File: src/rtl/mem_ctrl.sv
// mem_ctrl: arbitrates one byte-wide synchronous RAM between instruction fetch and load/store.
// Optional feature macro MEMCTRL_LAST_WORD_EN adds a one-entry last-fetched-word buffer.
module mem_ctrl #(
  parameter int ADDR_W = 17
) (
  input  logic              clk,
  input  logic              reset_n,
  input  logic              if_read,
  input  logic [ADDR_W-1:0] if_addr,
  input  logic              if_flush,
  output logic              if_ready,
  output logic [31:0]       if_data,
  input  logic              mem_read,
  input  logic              mem_write,
  input  logic [1:0]        mem_len,
  input  logic [ADDR_W-1:0] mem_addr,
  input  logic [31:0]       mem_wdata,
  output logic              mem_ready,
  output logic [31:0]       mem_rdata,
  output logic              busy,
  output logic [2:0]        waiting_time,
  output logic [ADDR_W-1:0] ram_a,
  output logic              ram_wr,
  output logic [7:0]        ram_dout,
  input  logic [7:0]        ram_din
);
  typedef enum logic [1:0] {IDLE = 2'd0, IF_RD = 2'd1, MEM_RD = 2'd2, MEM_WR = 2'd3} state_t;

  state_t            state_q, state_d;
  logic [2:0]        cnt_q, cnt_d;        // edges elapsed since acceptance
  logic [2:0]        nbytes_q, nbytes_d;
  logic [ADDR_W-1:0] base_q, base_d;
  logic [31:0]       wbuf_q, wbuf_d;
  logic [31:0]       rbuf_q, rbuf_d;
  logic [2:0]        wait_q, wait_d;
  logic              if_ready_q, if_ready_d;
  logic              mem_ready_q, mem_ready_d;
  logic              ram_wr_q, ram_wr_d;
  logic [31:0]       if_data_q, if_data_d;
  logic [31:0]       mem_rdata_q, mem_rdata_d;
  logic [ADDR_W-1:0] ram_a_q, ram_a_d;
  logic [7:0]        ram_dout_q, ram_dout_d;
  logic [2:0]        mem_n;
  logic              lw_hit;
  logic [31:0]       lw_data;

  assign mem_n = (mem_len == 2'd0) ? 3'd1 : (mem_len == 2'd1) ? 3'd2 : 3'd4;

`ifdef MEMCTRL_LAST_WORD_EN
  logic              lw_valid_q, lw_valid_d;
  logic [ADDR_W-1:0] lw_addr_q, lw_addr_d;
  logic [31:0]       lw_data_q, lw_data_d;
  logic              if_done;

  assign if_done = (state_q == IF_RD) && !if_flush && (cnt_q == nbytes_q);
  assign lw_hit  = lw_valid_q && if_read && !if_flush && !mem_read && !mem_write &&
                   (if_addr == lw_addr_q);
  assign lw_data = lw_data_q;

  always_comb begin
    lw_valid_d = lw_valid_q;
    lw_addr_d  = lw_addr_q;
    lw_data_d  = lw_data_q;
    if (state_q == IDLE && mem_write) begin
      lw_valid_d = 1'b0;
    end else if (if_done) begin
      lw_valid_d = 1'b1;
      lw_addr_d  = base_q;
      lw_data_d  = rbuf_d;
    end
  end

  always_ff @(posedge clk or negedge reset_n) begin
    if (!reset_n) begin
      lw_valid_q <= 1'b0;
      lw_addr_q  <= '0;
      lw_data_q  <= '0;
    end else begin
      lw_valid_q <= lw_valid_d;
      lw_addr_q  <= lw_addr_d;
      lw_data_q  <= lw_data_d;
    end
  end
`else
  assign lw_hit  = 1'b0;
  assign lw_data = 32'd0;
`endif

  always_comb begin
    state_d     = state_q;
    cnt_d       = cnt_q + 3'd1;
    nbytes_d    = nbytes_q;
    base_d      = base_q;
    wbuf_d      = wbuf_q;
    rbuf_d      = rbuf_q;
    wait_d      = (wait_q == 3'd0) ? 3'd0 : wait_q - 3'd1;
    if_ready_d  = 1'b0;
    mem_ready_d = 1'b0;
    ram_wr_d    = 1'b0;
    if_data_d   = if_data_q;
    mem_rdata_d = mem_rdata_q;
    ram_a_d     = ram_a_q;
    ram_dout_d  = ram_dout_q;
    case (state_q)
      IDLE: begin
        cnt_d  = 3'd0;
        wait_d = 3'd0;
        if (mem_write) begin
          state_d    = MEM_WR;
          nbytes_d   = mem_n;
          base_d     = mem_addr;
          ram_a_d    = mem_addr;
          ram_wr_d   = 1'b1;
          ram_dout_d = mem_wdata[7:0];
          wbuf_d     = {8'd0, mem_wdata[31:8]};
          wait_d     = mem_n;
        end else if (mem_read) begin
          state_d  = MEM_RD;
          nbytes_d = mem_n;
          base_d   = mem_addr;
          ram_a_d  = mem_addr;
          rbuf_d   = '0;
          wait_d   = mem_n + 3'd1;
        end else if (lw_hit) begin
          if_ready_d = 1'b1;
          if_data_d  = lw_data;
        end else if (if_read && !if_flush) begin
          state_d  = IF_RD;
          nbytes_d = 3'd4;
          base_d   = if_addr;
          ram_a_d  = if_addr;
          rbuf_d   = '0;
          wait_d   = 3'd5;
        end
      end
      IF_RD, MEM_RD: begin
        if (state_q == IF_RD && if_flush) begin
          state_d = IDLE;
          wait_d  = 3'd0;
        end else begin
          // ram_din lags its address by one cycle, so byte b lands two edges after it was addressed
          for (int b = 0; b < 4; b++) begin
            if (cnt_q == 3'(b + 1)) rbuf_d[8*b +: 8] = ram_din;
          end
          if (cnt_d < nbytes_q) ram_a_d = base_q + ADDR_W'(cnt_d);
          if (cnt_q == nbytes_q) begin
            state_d = IDLE;
            if (state_q == IF_RD) begin
              if_ready_d = 1'b1;
              if_data_d  = rbuf_d;
            end else begin
              mem_ready_d = 1'b1;
              mem_rdata_d = rbuf_d;
            end
          end
        end
      end
      MEM_WR: begin
        if (cnt_d < nbytes_q) begin
          ram_a_d    = base_q + ADDR_W'(cnt_d);
          ram_wr_d   = 1'b1;
          ram_dout_d = wbuf_q[7:0];
          wbuf_d     = {8'd0, wbuf_q[31:8]};
        end
        if (cnt_d == nbytes_q) begin
          state_d     = IDLE;
          mem_ready_d = 1'b1;
        end
      end
      default: state_d = IDLE;
    endcase
  end

  always_ff @(posedge clk or negedge reset_n) begin
    if (!reset_n) begin
      state_q     <= IDLE;
      cnt_q       <= '0;
      nbytes_q    <= '0;
      base_q      <= '0;
      wbuf_q      <= '0;
      rbuf_q      <= '0;
      wait_q      <= '0;
      if_ready_q  <= 1'b0;
      mem_ready_q <= 1'b0;
      ram_wr_q    <= 1'b0;
      if_data_q   <= '0;
      mem_rdata_q <= '0;
      ram_a_q     <= '0;
      ram_dout_q  <= '0;
    end else begin
      state_q     <= state_d;
      cnt_q       <= cnt_d;
      nbytes_q    <= nbytes_d;
      base_q      <= base_d;
      wbuf_q      <= wbuf_d;
      rbuf_q      <= rbuf_d;
      wait_q      <= wait_d;
      if_ready_q  <= if_ready_d;
      mem_ready_q <= mem_ready_d;
      ram_wr_q    <= ram_wr_d;
      if_data_q   <= if_data_d;
      mem_rdata_q <= mem_rdata_d;
      ram_a_q     <= ram_a_d;
      ram_dout_q  <= ram_dout_d;
    end
  end

  assign busy         = (state_q != IDLE);
  assign waiting_time = wait_q;
  assign if_ready     = if_ready_q;
  assign if_data      = if_data_q;
  assign mem_ready    = mem_ready_q;
  assign mem_rdata    = mem_rdata_q;
  assign ram_a        = ram_a_q;
  assign ram_wr       = ram_wr_q;
  assign ram_dout     = ram_dout_q;
endmodule

File: config.mk
export PLATFORM = sky130hd
export DESIGN_NAME = mem_ctrl
export DESIGN_NICKNAME = d
export VERILOG_FILES = /design/src/rtl/mem_ctrl.sv
export SDC_FILE = /design/constraint.sdc
export NUM_CORES = 1
export LEC_CHECK = 0
export ABC_AREA = 0
export BUFFER_PORTS_ARGS = -buffer_cell sky130_fd_sc_hd__buf_2
export CAP_MARGIN = 10
export CELL_PAD_IN_SITES_DETAIL_PLACEMENT = 1
export CELL_PAD_IN_SITES_GLOBAL_PLACEMENT = 1
export CORE_MARGIN = 4
export CORE_UTILIZATION = 43
export CTS_CLUSTER_DIAMETER = 60
export DETAILED_ROUTE_END_ITERATION = 12
export PLACE_DENSITY_LB_ADDON = 0.1
export SLEW_MARGIN = 20
export SYNTH_ARGS = -nofsm -noshare
export SYNTH_HDL_FRONTEND = slang
export SYNTH_SLANG_ARGS = --single-unit
export TNS_END_PERCENT = 100
File: constraint.sdc
create_clock -name clk -period 3.2 [get_ports clk]
set_input_delay 0.8 -clock clk [delete_from_list [all_inputs] [get_ports clk]]
set_output_delay 0.8 -clock clk [all_outputs]
set_load 0.05 [all_outputs]
==> flow_summary.json <==
{
  "synth-seq-area-share": 0.519,
  "yosys.area.top_type": "dfrtp_1",
  "drt-total-wl_um": 23300,
  "swShare": 0.469,
  "synth_area_per_cell_sq_um": 11.1,
  "start_util": 0.437,
  "synth-async-reset-ratio": 1.00,
  "use_met3": 0.0347,
  "syn-num-nets": 865,
  "synth_ff_type": "dfrtp_1",
  "synth_fa_ha_area_frac": 0.0289,
  "finalCriticalPeriod_ns": 2.85,
  "synth_edf_count": 0,
  "grt_pass1_vias": 7218,
  "synth_cell_types": 53,
  "clk_root_buffer_cell": "clkbuf_16",
  "synth_area_leaders": "dfrtp_1 (52%), mux2_2 (12%), mux2i_1 (5.0%)",
  "fill_cells": 2167,
  "clk_path_buf_depth": 2,
  "synth-compound-area-share": 0.135,
  "crit_path_start_kind": "flip-flop",
  "antenna_found_initial": 1,
  "yosys.area.top_type_share": 0.519,
  "ant_nets": 0,
  "pwr-share-seq": 0.306,
  "synth.mux.area_fraction": 0.170,
  "path_clk_slew_ns": 0.07,
  "synth_top_cells_by_count": "dfrtp_1 (176), mux2_2 (90), o21ai_0 (73), nand2_1 (61), a21oi_1 (57)",
  "finalMaxSlewViolations": 0,
  "drt_iter0_markers": 244,
  "placed_area_sq_um": 9630,
  "synth_cells": 764,
  "gr-usage-all-layers": 0.215,
  "setup_viol": 0,
  "skew_ns": 0.00857,
  "num_vias": 6535,
  "core_region_area_sq_um": 19400,
  "crit_required_ns": 3.50,
  "avgRoutedWirePerCell_um": 19.3,
  "grt_max_degree": 67,
  "worst_pin_slew_ns": 0.695,
  "status": "finished clean",
  "post-synth-top-count-cell": "dfrtp_1",
  "internal_power_w": 0.00637,
  "multiInputGateArea_sq_um": 3800,
  "vias_per_cell": 5.41,
  "fin_area_sq_um": 10300,
  "dieArea_sq_um": 22000,
  "synth_top_family_by_area": "multiplexers",
  "fmax_mhz": 350,
  "dr.pass1.iters": 5,
  "power.density_nw_per_um2": 1170,
  "synth_xor_area_frac": 0.0114,
  "maxCapViolations": 0,
  "ios": 178,
  "drcViolationCount": 0,
  "insertion_delay_ns": 0.43,
  "synth_simple_gate_area_frac": 0.0997,
  "synth_area_sq_um": 8480,
  "p_comb_frac": 0.501,
  "dieHeight_um": 148,
  "crit_arrival_ns": 3.15,
  "grt-ovfl-total": 0,
  "synthToLayoutAreaGrowth_pct": 21.3,
  "fin_nets": 1030,
  "htreeDepth": 4,
  "p_leak_nw": 5.15,
  "grt_pass1_wl_um": 37900,
  "end_kind": "flip-flop",
  "ir_drop_mv": 0.537,
  "cts_tree": "built",
  "p_sw_w": 0.00563,
  "hold_buffers": 0,
  "clkPwrFrac": 0.193,
  "relSlewSlack": 0.532,
  "critical_path_class": "flip-flop to flip-flop",
  "post-cts-setup-buffers": 0,
  "synth-seq-cells": 176,
  "clock_sinks": 176,
  "hpwl_um": 16600,
  "grt.busiest_layer": "met2",
  "std_cell_rows": 51,
  "grt_use_met1": 0.256,
  "grt_setup_unrepaired": "false",
  "finalCritPeriodShare": 0.892,
  "fin_setup_tns_ns": 0,
  "ys_warn_count": 0,
  "dieWidth_um": 148,
  "layout-drive-gt1-share": 0.350,
  "hold_class": "input pin to asynchronous set/reset pin",
  "portBuffers": 177,
  "cp_max_fo": 6,
  "seq_area_sq_um": 4400,
  "ctsResizeCount": 0,
  "grtUsageMet2": 0.398,
  "gp_congestion": 0.805,
  "cts_buffers": 17,
  "hold_viol": 0
}
==> layout by cell type (no fill, tap or decap), types with 2 or more instances in the layout <==
master	n
a211oi_1	2
a21o_1	11
a21oi_1	57
a22o_1	2
a22oi_1	9
a31o_2	8
a32oi_1	2
and2_1	5
and3_1	29
and4_1	2
buf_12	3
buf_2	176
buf_4	10
bufinv_16	4
clkbuf_16	17
clkinv_4	2
dfrtp_1	176
ha_1	17
inv_1	18
inv_6	4
inv_8	3
mux2_2	90
mux2i_1	42
nand2_1	61
nand3_1	10
nand4_1	3
nor2_1	34
nor2_2	2
nor2b_1	17
nor4_1	2
o211ai_1	4
o21ai_0	73
o311ai_0	2
o31a_1	2
o31ai_1	4
o32ai_1	3
o41ai_1	3
xnor2_1	7
xor2_1	4
==> registers in the layout, summed over array words and instances (netlist names), 3 cells and up <==
register and flops:
wbuf_q 24, mem_rdata 32, waiting_time 3, nbytes_q 3
if_data 32, ram_dout 8, rbuf_q 32, ram_a 17
cnt_q 3, base_q 17
==> per-layer routing <==
metal,up-vias,part of all wire
met2,121,0.54
met3,31,0.029
li1,3068,-
met4,0,0.022
met1,3315,0.41
met5,-,0
==> critical path, cell delays in order (launching register included) <==
cell and delay [ns]:
dfrtp_1 0.44, inv_1 0.11, ha_1 0.34, inv_1 0.08
fa_1 0.44, nor2b_1 0.32, o21ai_0 0.32, o31a_1 0.38
o31ai_1 0.18, o21ai_0 0.11
==> logic make-up (layout without fill, tap and decap cells) <==
family / after synthesis / after routing
other: 0 / 1
muxes: 133 / 133
xor gates and xnor gates: 11 / 11
and+or+nand+nor: 171 / 171
DFF: 176 / 176
adders and majority gates: 19 / 19
AOI/OAI and AO/OA: 191 / 191
buffers and inverters: 63 / 241
==> final timing paths <==
path | start | end | slack [ns] | cells after the start
hold / removal | reset_n | if_data[7]$_DFFE_PN0P_ | 0.31 | 1
min in group clk | ram_a[10]$_DFFE_PN0P_ | ram_a[10]$_DFFE_PN0P_ | 0.48 | 2
setup reg to reg | cnt_q[0]$_DFF_PN0_ | ram_a[16]$_DFFE_PN0P_ | 0.35 | 9
hold reg to reg | ram_a[10]$_DFFE_PN0P_ | ram_a[10]$_DFFE_PN0P_ | 0.48 | 2
max in group asynchronous | reset_n | ram_dout[7]$_DFFE_PN0P_ | 2.11 | 2
setup / recovery | cnt_q[0]$_DFF_PN0_ | ram_a[16]$_DFFE_PN0P_ | 0.35 | 9
==> power by group through the flow <==
stage | clock network (W) | registers [W] | logic, W
final | 0.00231 | 0.00367 | 0.00601
after global routing | 0.00246 | 0.00380 | 0.00652
after CTS | 0.00235 | 0.00369 | 0.00607
after detailed placement | 0 | 0.00372 | 0.00603
after global placement | 0 | 0.00366 | 0.00581
after floorplan | 0 | 0.00508 | 0.00300
==> stage by stage <==
stage	cells	hold WS (ns)	util	total power, W	worst slack, ns
floorplan	764	0.447	-	0.00808	0.757
global placement	1175	0.464	0.496	0.00947	0.557
detailed placement	1175	0.474	0.496	0.00975	0.403
CTS	1207	0.322	0.530	0.0121	0.331
global route	1208	0.338	0.530	0.0128	0.0888
finish	1208	0.315	0.530	0.0120	0.346
==> layout make-up <==
class	count	area share
sequential	176	0.428
tap	265	0.0322
inverter	19	0.00693
multi-input combinational	525	0.369
clock buffer	18	0.0417
antenna	1	0.000243
clock inverter	14	0.0217
timing repair buffer	190	0.0999
Power figures use the tool's default switching activity.
